`config.mk`:
```
export PLATFORM = sky130hd
export DESIGN_NAME = aurora_top
export DESIGN_NICKNAME = d
export VERILOG_FILES = /design/src/rtl/aurora_top.sv
export SDC_FILE = /design/constraint.sdc
export NUM_CORES = 1
export LEC_CHECK = 0
export CAP_MARGIN = 30
export CORE_MARGIN = 2
export CORE_UTILIZATION = 28
export DETAILED_ROUTE_END_ITERATION = 10
export PLACE_DENSITY_LB_ADDON = 0.15
export SYNTH_ARGS = -nofsm -noshare
export SYNTH_HDL_FRONTEND = slang
export SYNTH_SLANG_ARGS = --single-unit
```
`constraint.sdc`:
```
create_clock -name clk -period 2.4 [get_ports clk]
set_input_delay 0.72 -clock clk [delete_from_list [all_inputs] [get_ports clk]]
set_output_delay 0.72 -clock clk [all_outputs]
set_load 0.01 [all_outputs]
```
`src/rtl/aurora_top.sv`:
```
// Aurora-style 64B/66B lane transmitter: channel-init FSM plus beat striping across up to MAX_LINKS lanes.
// Latency: encoded_data is registered, one cycle after inputs; no backpressure, so a beat offered during a separator cycle is dropped.
package aurora_pkg;
    localparam int MAX_LINKS         = 4;
    localparam int MAX_LINKS_SIZE    = 2;
    localparam int AXI_DATA_SIZE     = 64;
    localparam int ENCODED_DATA_SIZE = 66;
endpackage

module aurora_top
    import aurora_pkg::*;
(
    input  logic                                               clk,
    input  logic                                               rst_n,
    input  logic                                               single_lane,
    input  logic [MAX_LINKS_SIZE-1:0]                          lane_select,
    input  logic                                               axi_valid,
    input  logic                                               axi_last,
    input  logic [AXI_DATA_SIZE-1:0]                           axi_data,
    input  logic                                               simplex_aligned,
    input  logic                                               simplex_bonded,
    input  logic                                               simplex_verified,
    input  logic                                               simplex_reset,
    output logic [MAX_LINKS-1:0][ENCODED_DATA_SIZE-1:0]        encoded_data
);

    typedef enum logic [2:0] {
        ST_RESET,
        ST_ALIGN,
        ST_BOND,
        ST_VERIFY,
        ST_READY
    } state_t;

    localparam logic [ENCODED_DATA_SIZE-1:0] BLK_IDLE   = {2'b10, 64'h7800_0000_0000_0000};
    localparam logic [ENCODED_DATA_SIZE-1:0] BLK_IDLE_NR = {2'b10, 64'h7820_0000_0000_0000};
    localparam logic [ENCODED_DATA_SIZE-1:0] BLK_IDLE_CB = {2'b10, 64'h7880_0000_0000_0000};
    localparam logic [ENCODED_DATA_SIZE-1:0] BLK_VERIFY = {2'b10, 64'hE800_0000_0000_0000};
    localparam logic [ENCODED_DATA_SIZE-1:0] BLK_SEP    = {2'b10, 64'h1E00_0000_0000_0000};

    state_t                                      state_q, state_d;
    logic [MAX_LINKS_SIZE-1:0]                   rr_q, rr_d;
    logic                                        sep_pend_q, sep_pend_d;
    logic [MAX_LINKS_SIZE-1:0]                   sep_lane_q, sep_lane_d;
    logic [MAX_LINKS-1:0][ENCODED_DATA_SIZE-1:0] enc_q, enc_d;

    logic                                        channel_init_finished;
    logic                                        beat_ok;
    logic                                        sep_fire;
    logic [MAX_LINKS_SIZE-1:0]                   tgt_lane;
    logic [ENCODED_DATA_SIZE-1:0]                state_blk;
    logic [ENCODED_DATA_SIZE-1:0]                lane_blk;

    assign channel_init_finished = (state_q == ST_READY);
    assign encoded_data          = enc_q;

    always_comb begin
        state_d = state_q;
        case (state_q)
            ST_RESET:  state_d = ST_ALIGN;
            ST_ALIGN:  if (simplex_aligned) state_d = single_lane ? ST_VERIFY : ST_BOND;
            ST_BOND:   if (simplex_bonded) state_d = ST_VERIFY;
            ST_VERIFY: if (simplex_verified) state_d = ST_READY;
            ST_READY:  state_d = ST_READY;
            default:   state_d = ST_RESET;
        endcase
        if (simplex_reset) begin
            state_d = ST_RESET;
        end
    end

    // A beat is only taken in a READY cycle that is neither being torn down nor owed to a separator.
    always_comb begin
        beat_ok    = (state_q == ST_READY) && !simplex_reset && axi_valid && !sep_pend_q;
        sep_fire   = sep_pend_q && !simplex_reset;
        tgt_lane   = single_lane ? lane_select : rr_q;
        sep_pend_d = beat_ok && axi_last;
        sep_lane_d = beat_ok ? tgt_lane : sep_lane_q;

        rr_d = rr_q;
        if (state_q != ST_READY) begin
            rr_d = '0;
        end else if (beat_ok && !single_lane) begin
            rr_d = rr_q + MAX_LINKS_SIZE'(1);
        end

        case (state_d)
            ST_ALIGN:  state_blk = BLK_IDLE_NR;
            ST_BOND:   state_blk = BLK_IDLE_CB;
            ST_VERIFY: state_blk = BLK_VERIFY;
            ST_READY:  state_blk = BLK_IDLE;
            default:   state_blk = '0;
        endcase

        enc_d    = '0;
        lane_blk = '0;
        for (int i = 0; i < MAX_LINKS; i++) begin
            lane_blk = state_blk;
            if (single_lane && (lane_select != MAX_LINKS_SIZE'(i))) begin
                lane_blk = '0;
            end
            if (sep_fire && (sep_lane_q == MAX_LINKS_SIZE'(i))) begin
                lane_blk = BLK_SEP;
            end
            if (beat_ok && (tgt_lane == MAX_LINKS_SIZE'(i))) begin
                lane_blk = {2'b01, axi_data};
            end
            enc_d[i] = lane_blk;
        end
    end

    always_ff @(posedge clk or negedge rst_n) begin
        if (!rst_n) begin
            state_q    <= ST_RESET;
            rr_q       <= '0;
            sep_pend_q <= 1'b0;
            sep_lane_q <= '0;
            enc_q      <= '0;
        end else begin
            state_q    <= state_d;
            rr_q       <= rr_d;
            sep_pend_q <= sep_pend_d;
            sep_lane_q <= sep_lane_d;
            enc_q      <= enc_d;
        end
    end

endmodule

```
Yosys cells after proc, flatten, opt, wreduce, memory -nomap -nowiden
Index checks and enable logic that the tools add are counted.
- output and inout port bits: 264
- bits in registers: 272
- word-level logic and storage cells: 75
- input port bits: 75
- add/subtract/negate cells: 1
- reductions and logical operators: 26
- equality and inequality tests: 18
- multiplexer cells: 22
- operator list (operator ; count):
    two-way mux 66 bit ; 12
    case mux 66 bit (4 select lines) ; 1
    logical AND 1 bit ; 18
    case mux 3 bit (5 select lines) ; 1
    equality test 3 x 2 -> 1 bit (second input constant) ; 4
    two-way mux 3 bit ; 4
    equality test 2 bit (second input constant) ; 4
    equality test 3 x 1 -> 1 bit (second input constant) ; 2
    equality test 3 bit (second input constant) ; 2
    two-way mux 2 bit ; 3
    equality test 2 x 1 -> 1 bit (second input constant) ; 2
    zero test 2 bit ; 2
    inequality test 2 bit (second input constant) ; 2
    nonzero test 2 bit ; 2
    zero test 1 bit ; 3
    zero test 3 bit ; 1
    inequality test 3 bit (second input constant) ; 1
    adder 2 x 1 -> 2 bit (second input constant) ; 1
    inequality test 2 x 1 -> 1 bit (second input constant) ; 1
    two-way mux 1 bit ; 1

Longest topological paths before layout
Gate-level depths: netlist of the first run.
- depth after elaboration: 9
- mapped depth: 9
- mapped depth without buffers: 6

Least setup slack after synthesis of the first run
OpenSTA, ideal clock, no wires.
- path type: input -> register
- from: input port single_lane
- to: register enc_q (netlist bit encoded_data[121])
- data arrival time: 2.009 ns
- setup slack: 0.308 ns
- path buffers: 1
- setup time: 0.083 ns
- data required time: 2.317 ns
- stages on the path: 6
- cell sequence: buf_2 -> mux2_2 -> and4_1 -> a21o_1 -> or2_1 -> o21ai_0
- RTL lines (what ; RTL line ; text):
    start: declaration ; 15 ; input logic single_lane,
    end signal: assignment ; 124 ; enc_q <= enc_d;
    end: declaration ; 45 ; logic [MAX_LINKS-1:0][ENCODED_DATA_SIZE-1:0] enc_q, enc_d;

Worst setup path after layout of the first run
- from: register enc_q (netlist bit encoded_data[125])
- to: output port encoded_data[125] (netlist bit)
- RTL lines (what ; RTL line ; text):
    end: declaration ; 24 ; output logic [MAX_LINKS-1:0][ENCODED_DATA_SIZE-1:0] encoded_data
No word-level cell between the ends.

==> results of run 1 <==
-- layout make-up --
| type | instances | area [µm²] | share of cell area, % |
|---|---|---|---|
| flip-flops and latches | 272 | 6810 | 47.2 |
| clock inverters | 7 | 116 | 0.807 |
| repair buffers | 390 | 3930 | 27.2 |
| clock buffers | 44 | 862 | 5.98 |
| well taps | 442 | 553 | 3.83 |
| multi-input cells | 352 | 2160 | 14.9 |
| inverters | 1 | 3.75 | 0.0260 |
-- registers in the layout, summed over array words and instances, names as in the netlist --
name          flops
sep_pend_q        1
state_q           3
encoded_data    264
rr_q              2
sep_lane_q        2
-- cells in the mapped netlist --
cell type,n,area share (%)
dfrtp_1,272,74
and2_1,220,15
nand2_1,43,1.8
o21ai_0,14,0.76
o21ai_1,13,0.71
buf_4,10,0.82
clkbuf_1,9,0.37
a21o_1,8,0.65
buf_6,8,0.98
nand2b_1,7,0.48
nor2_1,7,0.29
a21oi_1,5,0.27
nand3_1,4,0.22
buf_2,3,0.16
o211ai_2,3,0.41
or3_1,3,0.20
nand3b_1,2,0.16
nor3b_1,2,0.16
nor4_4,2,0.46
or3b_1,2,0.19
a211oi_1,1,0.082
a21bo_1,1,0.11
a32oi_1,1,0.095
and2b_1,1,0.082
and3_1,1,0.068
and3b_4,1,0.14
and4_1,1,0.095
buf_1,1,0.041
buf_8,1,0.16
inv_2,1,0.041
mux2_2,1,0.12
mux2i_1,1,0.11
mux2i_4,1,0.24
nor2_4,1,0.12
nor2b_1,1,0.068
o211ai_1,1,0.082
o22ai_1,1,0.068
or2_1,1,0.068
or3b_2,1,0.095
xor2_1,1,0.095
-- layer usage --
metal / global-route usage [%] / part of all wire [%] / wire, µm / vias up
met1: 19.3 / 42 / 10800 / 2944
met4: 3.65 / 1.8 / 464 / 0
met2: 25.7 / 50 / 13000 / 193
li1: - / - / - / 2843
met5: 0 / 0 / 0 / -
met3: 3.36 / 6.6 / 1730 / 30
-- how the worst max path moves through the flow --
stage,slack (ps),cells past startpoint,endpoint
2_1_floorplan,310,6,encoded_data[121]$_DFF_PN0_
3_3_place_gp,-330,7,encoded_data[119]$_DFF_PN0_
3_5_place_dp,-320,7,encoded_data[129]$_DFF_PN0_
4_1_cts,180,1,encoded_data[125]
5_1_grt,160,7,encoded_data[121]$_DFF_PN0_
6_report,210,1,encoded_data[125]
-- through the flow --
step / utilization, % / TNS (ps) / area, µm² / cells
after floorplan: - / 0 / 9200 / 657
after global placement: 41.4 / -46750 / 13400 / 1457
after detailed placement: 41.4 / -50260 / 13400 / 1457
after CTS: 44.5 / 0 / 14400 / 1508
after global routing: 44.5 / 0 / 14400 / 1508
final: 44.5 / 0 / 14400 / 1508
-- cells by family (layout without fill, tap and decap cells) --
family | count (synthesis) | in the layout | share of synthesized area [%]
simple gates | 300 | 300 | 19.6
compound gates | 48 | 48 | 3.24
flops | 272 | 272 | 74.0
mux | 3 | 3 | 0.476
buf+inv | 33 | 442 | 2.57
xor+xnor | 1 | 1 | 0.0952
-- power by group through the flow --
stage | combinational, W | sequential (W) | clock [W]
finish | 0.000516 | 0.00467 | 0.00455
global route | 0.000572 | 0.00467 | 0.00489
floorplan | 0.0000930 | 0.00477 | 0
global placement | 0.000530 | 0.00475 | 0
CTS | 0.000532 | 0.00467 | 0.00470
detailed placement | 0.000530 | 0.00475 | 0
-- worst reg2reg max path: cells and delay by family, from the launching register on --
family	cells	cell delay, ps
flip-flops	1	440
AND/OR/NAND/NOR	3	1240
AO/OA/AOI/OAI	2	270
==> key figures, run 1 <==
Status
  – Run status: finished, final reports clean

Clock network
  – CTS clk-pin slew, worst paths: 60 ps
  – Worst-Skew Late Latency: 530 ps
  – H-Tree Level Count: 1
  – Resize count post-CTS: 0
  – Hold bufs inserted after CTS: 0
  – Max Root-Sink Buffers: 3
  – Clock tree sinks: 272
  – Setup bufs post-CTS: 0
  – CTS tree: built
  – CTS root buffer: clkbuf_16
  – Cts bufs inserted: 29

Floorplanning
  – Die Ht: 185 µm
  – Starting Density: 28.3%
  – Die area: 0.0343 mm²
  – Ports: 339
  – Core box area: 0.0325 mm²
  – Die width: 185 µm
  – Row Count: 66

Routing
  – DR vias: 6010
  – DRC: 0
  – Drt initial violations: 261
  – Total wire length: 26000 µm
  – Post-DRT Antenna Nets: 0
  – TritonRoute pass-1 iters: 4
  – Wire length per cell: 17.3 µm
  – Routed vias/inst: 3.99

Power and ir drop
  – Worst VDD drop: 448 µV
  – Switching Share: 21.2%
  – Power Internal: 0.00767 W
  – Pwr/cell area: 675 mW/mm²
  – P_leak: 6.74 nW
  – Sequential power share: 48.0%
  – Clock share of power: 46.7%
  – Design Power: 0.00973 W
  – Combinational power share: 5.3%
  – Net Switching: 0.00206 W

STA
  – Final period util: 91.3%
  – Max frequency: 456 MHz
  – Relative slew slack: 71.5%
  – Tightest Pin Transition: 428 ps
  – Slew Limit Fails: 0
  – Final setup viols: 0
  – RSZ-0062 raised after global routing: no
  – Setup ws final: 209 ps
  – Hold slack final: 71.3 ps
  – Worst Clk Skew: 12.3 ps
  – Min cycle time layout: 2190 ps
  – Endpoints failing hold: 0

Finish
  – Synthesis-to-layout area growth: 56.8%
  – Nets: 1121
  – Most frequent cells in the layout: clkdlybuf4s50_1 (337), dfrtp_1 (272), and2_1 (220)
  – Fill count: 3047
  – Layout cell share with drive strength beyond 1: 10.2%
  – Commonest non-fill, non-tap cell in the layout: clkdlybuf4s50_1
  – # diodes: 0

Worst hold path
  – HP Class: in -> async

Critical path
  – Slowest stage delay, CP: 560 ps
  – Worst endpoint required time: 1680 ps
  – Crit-path cells: clkdlybuf4s50_1
  – CP Capture Type: output pin
  – Worst setup SP type: register
  – Reg2Reg Setup Slack: 330 ps
  – Critical R2R Capture: encoded_data[251]$_DFF_PN0_
  – CP Buf/Inv Count: 1
  – CP Max Fanout: 1
  – Worst Setup SP: encoded_data[125]$_DFF_PN0_
  – Reg2reg start: state_q[0]$_DFF_PN0_
  – Crit path DAT: 1470 ps
  – Critical path class: reg -> out
  – Top delay family on crit path: buffers and inverters
  – Worst Reg2Reg Path Length in Cells: 5
  – Slowest-stage cell, CP: clkdlybuf4s50_1

Global route
  – Vias in the first global route: 6470
  – All-Layer GR Usage: 15.0%
  – Initial antenna violation count: 0
  – First-pass GRT wire length: 39400 µm
  – Gr ovfl total: 0
  – Pin count of the biggest net entering global routing: 76

Flow run
  – Max Cap Viol: 0

Synth
  – Syn_nets: 732
  – Sequential share of the synthesized area: 74.0%
  – Warnings from Yosys: 0
  – Syn Area/Cell: 14.0 µm²
  – Synth Register Bits: 272
  – Distinct cells, synth: 40
  – Mapped Area: 0.00920 mm²
  – Synth Instances: 657

Place
  – Dpl hpwl: 18600 µm
  – GPL Wtd Cong: 0.747
  – Port buffer count: 338
  – Pre-CTS setup slack: -318 ps
No activity file was read; power rests on OpenSTA's default activity.
==> run 2, diff against run 1 <==
--- a/config.mk
+++ b/config.mk
@@ -10,6 +10,7 @@
 export CORE_UTILIZATION = 28
 export DETAILED_ROUTE_END_ITERATION = 10
 export PLACE_DENSITY_LB_ADDON = 0.15
+export SLEW_MARGIN = 20
 export SYNTH_ARGS = -nofsm -noshare
 export SYNTH_HDL_FRONTEND = slang
 export SYNTH_SLANG_ARGS = --single-unit
==> results of run 2 <==
No change in the layout: final DEF, timing and power equal those of run 1.
==> run 3, diff against run 2 <==
--- a/config.mk
+++ b/config.mk
@@ -7,7 +7,7 @@
 export LEC_CHECK = 0
 export CAP_MARGIN = 30
 export CORE_MARGIN = 2
-export CORE_UTILIZATION = 28
+export CORE_UTILIZATION = 30
 export DETAILED_ROUTE_END_ITERATION = 10
 export PLACE_DENSITY_LB_ADDON = 0.15
 export SLEW_MARGIN = 20
==> key figures, run 3 (same netlist as run 1, synthesis figures left out) <==
Critical path
  – CP Max Fanout: 1
  – Slowest-stage cell, CP: clkdlybuf4s50_1
  – CP Capture Type: output pin
  – Worst Reg2Reg Path Length in Cells: 4
  – Crit path DAT: 1460 ps
  – Reg2Reg Setup Slack: 280 ps
  – Critical R2R Capture: encoded_data[166]$_DFF_PN0_
  – Worst setup SP type: register
  – Worst endpoint required time: 1680 ps
  – Reg2reg start: state_q[0]$_DFF_PN0_
  – Crit-path cells: clkdlybuf4s50_1
  – Slowest stage delay, CP: 600 ps
  – CP Buf/Inv Count: 1
  – Top delay family on crit path: buffers and inverters
  – Critical path class: reg -> out

Place
  – GPL Wtd Cong: 0.749
  – Placement Cell Area: 0.0134 mm²
  – Dpl hpwl: 17900 µm
  – Port buffer count: 338
  – Placed Instances: 1404

Floorplanning
  – Die width: 179 µm
  – Core box area: 0.0303 mm²
  – Ports: 339
  – Die Ht: 179 µm
  – Die area: 0.0321 mm²
  – Starting Density: 30.3%
  – Row Count: 64

Finish
  – Max FFs per register: 264
  – Commonest non-fill, non-tap cell in the layout: clkdlybuf4s50_1
  – Nets: 1114
  – Most frequent cells in the layout: clkdlybuf4s50_1 (337), dfrtp_1 (272), and2_1 (220)
  – Final Non-Filler Cells: 1457
  – Layout cell share with drive strength beyond 1: 9.63%
  – Synthesis-to-layout area growth: 55.5%
  – Fill count: 2729
  – Post-route cell area: 0.0143 mm²

Global route
  – All-Layer GR Usage: 15.6%
  – First-pass GRT wire length: 37800 µm
  – Vias in the first global route: 6234
  – Gr ovfl total: 0
  – Initial antenna violation count: 1
  – Pin count of the biggest net entering global routing: 63

Clock network
  – CTS clk-pin slew, worst paths: 60 ps
  – Resize count post-CTS: 0
  – Cts bufs inserted: 29
  – Worst-Skew Late Latency: 540 ps
  – Hold bufs inserted after CTS: 0
  – H-Tree Level Count: 1
  – Clock tree sinks: 272
  – CTS tree: built
  – Max Root-Sink Buffers: 3
  – Setup bufs post-CTS: 0
  – CTS root buffer: clkbuf_16

Routing
  – Post-DRT Antenna Nets: 0
  – DR vias: 6048
  – Routed vias/inst: 4.15
  – DRC: 0
  – Wire length per cell: 17.5 µm
  – Drt initial violations: 205
  – Total wire length: 25500 µm
  – TritonRoute pass-1 iters: 5

STA
  – Relative slew slack: 64.6%
  – Max frequency: 458 MHz
  – RSZ-0062 raised after global routing: no
  – Worst Clk Skew: 9.07 ps
  – Min cycle time layout: 2180 ps
  – Tightest Pin Transition: 531 ps
  – Final setup viols: 0
  – Endpoints failing hold: 0
  – Slew Limit Fails: 0
  – Final period util: 90.9%

Worst hold path
  – HP Class: in -> async

Power and ir drop
  – Worst VDD drop: 454 µV
  – Pwr/cell area: 667 mW/mm²
  – P_leak: 6.70 nW

Flow run
  – Max Cap Viol: 0

Status
  – Run status: finished, final reports clean
[run 3: changes by cell type in the layout (fill, tap and decap cells not counted), sizes merged]
cell      delta
bufinv       -2
clkinvlp     -1
buf          -7
diode        +2
clkbuf       +2
clkinv       +1
[run 3: cell type report]
type                            count  area (µm²)  share of cell area (%)
Multi-Input combinational cell    352        2160                    15.1
Sequential cell                   272        6810                    47.6
Tap cell                          396         495                    3.47
Clock buffer                       46         890                    6.22
Inverter                            1        3.75                  0.0263
Antenna cell                        2        5.00                  0.0350
Timing Repair Buffer              383        3890                    27.2
Clock inverter                      5        53.8                   0.376
[run 3: stage by stage]
stage               utilization [%]  setup TNS, ps  total power, W  worst slack, ps  hold slack [ps]
floorplan                         -              0         0.00486              308              424
global placement               44.0         -59360         0.00529             -373              579
detailed placement             44.0         -64510         0.00529             -379              590
CTS                            47.1              0         0.00969              184              134
global route                   47.1              0         0.00994             73.1              147
finish                         47.1              0         0.00954              218              133
[run 3: how the worst max path moves through the flow]
stage	depth (start not counted)	start	slack, ps	end
after floorplan	6	single_lane	310	encoded_data[121]$_DFF_PN0_
after global placement	6	axi_valid	-370	encoded_data[253]$_DFF_PN0_
after detailed placement	6	axi_valid	-380	encoded_data[192]$_DFF_PN0_
after CTS	1	encoded_data[191]$_DFF_PN0_	180	encoded_data[191]
after global routing	8	single_lane	70	encoded_data[59]$_DFF_PN0_
final	1	encoded_data[201]$_DFF_PN0_	220	encoded_data[201]
[run 3: report_power, final]
group          switching [W]  internal (W)
combinational       0.000259      0.000265
sequential         0.0000318       0.00464
clock                0.00172       0.00262
total                0.00202       0.00752
[run 3: metal layers]
| metal | track usage, % | wire, µm |
|---|---|---|
| met2 | 27.1 | 12900 |
| met3 | 3.14 | 1590 |
| met4 | 5.75 | 828 |
| met5 | 0 | 0 |
| met1 | 19.2 | 10200 |
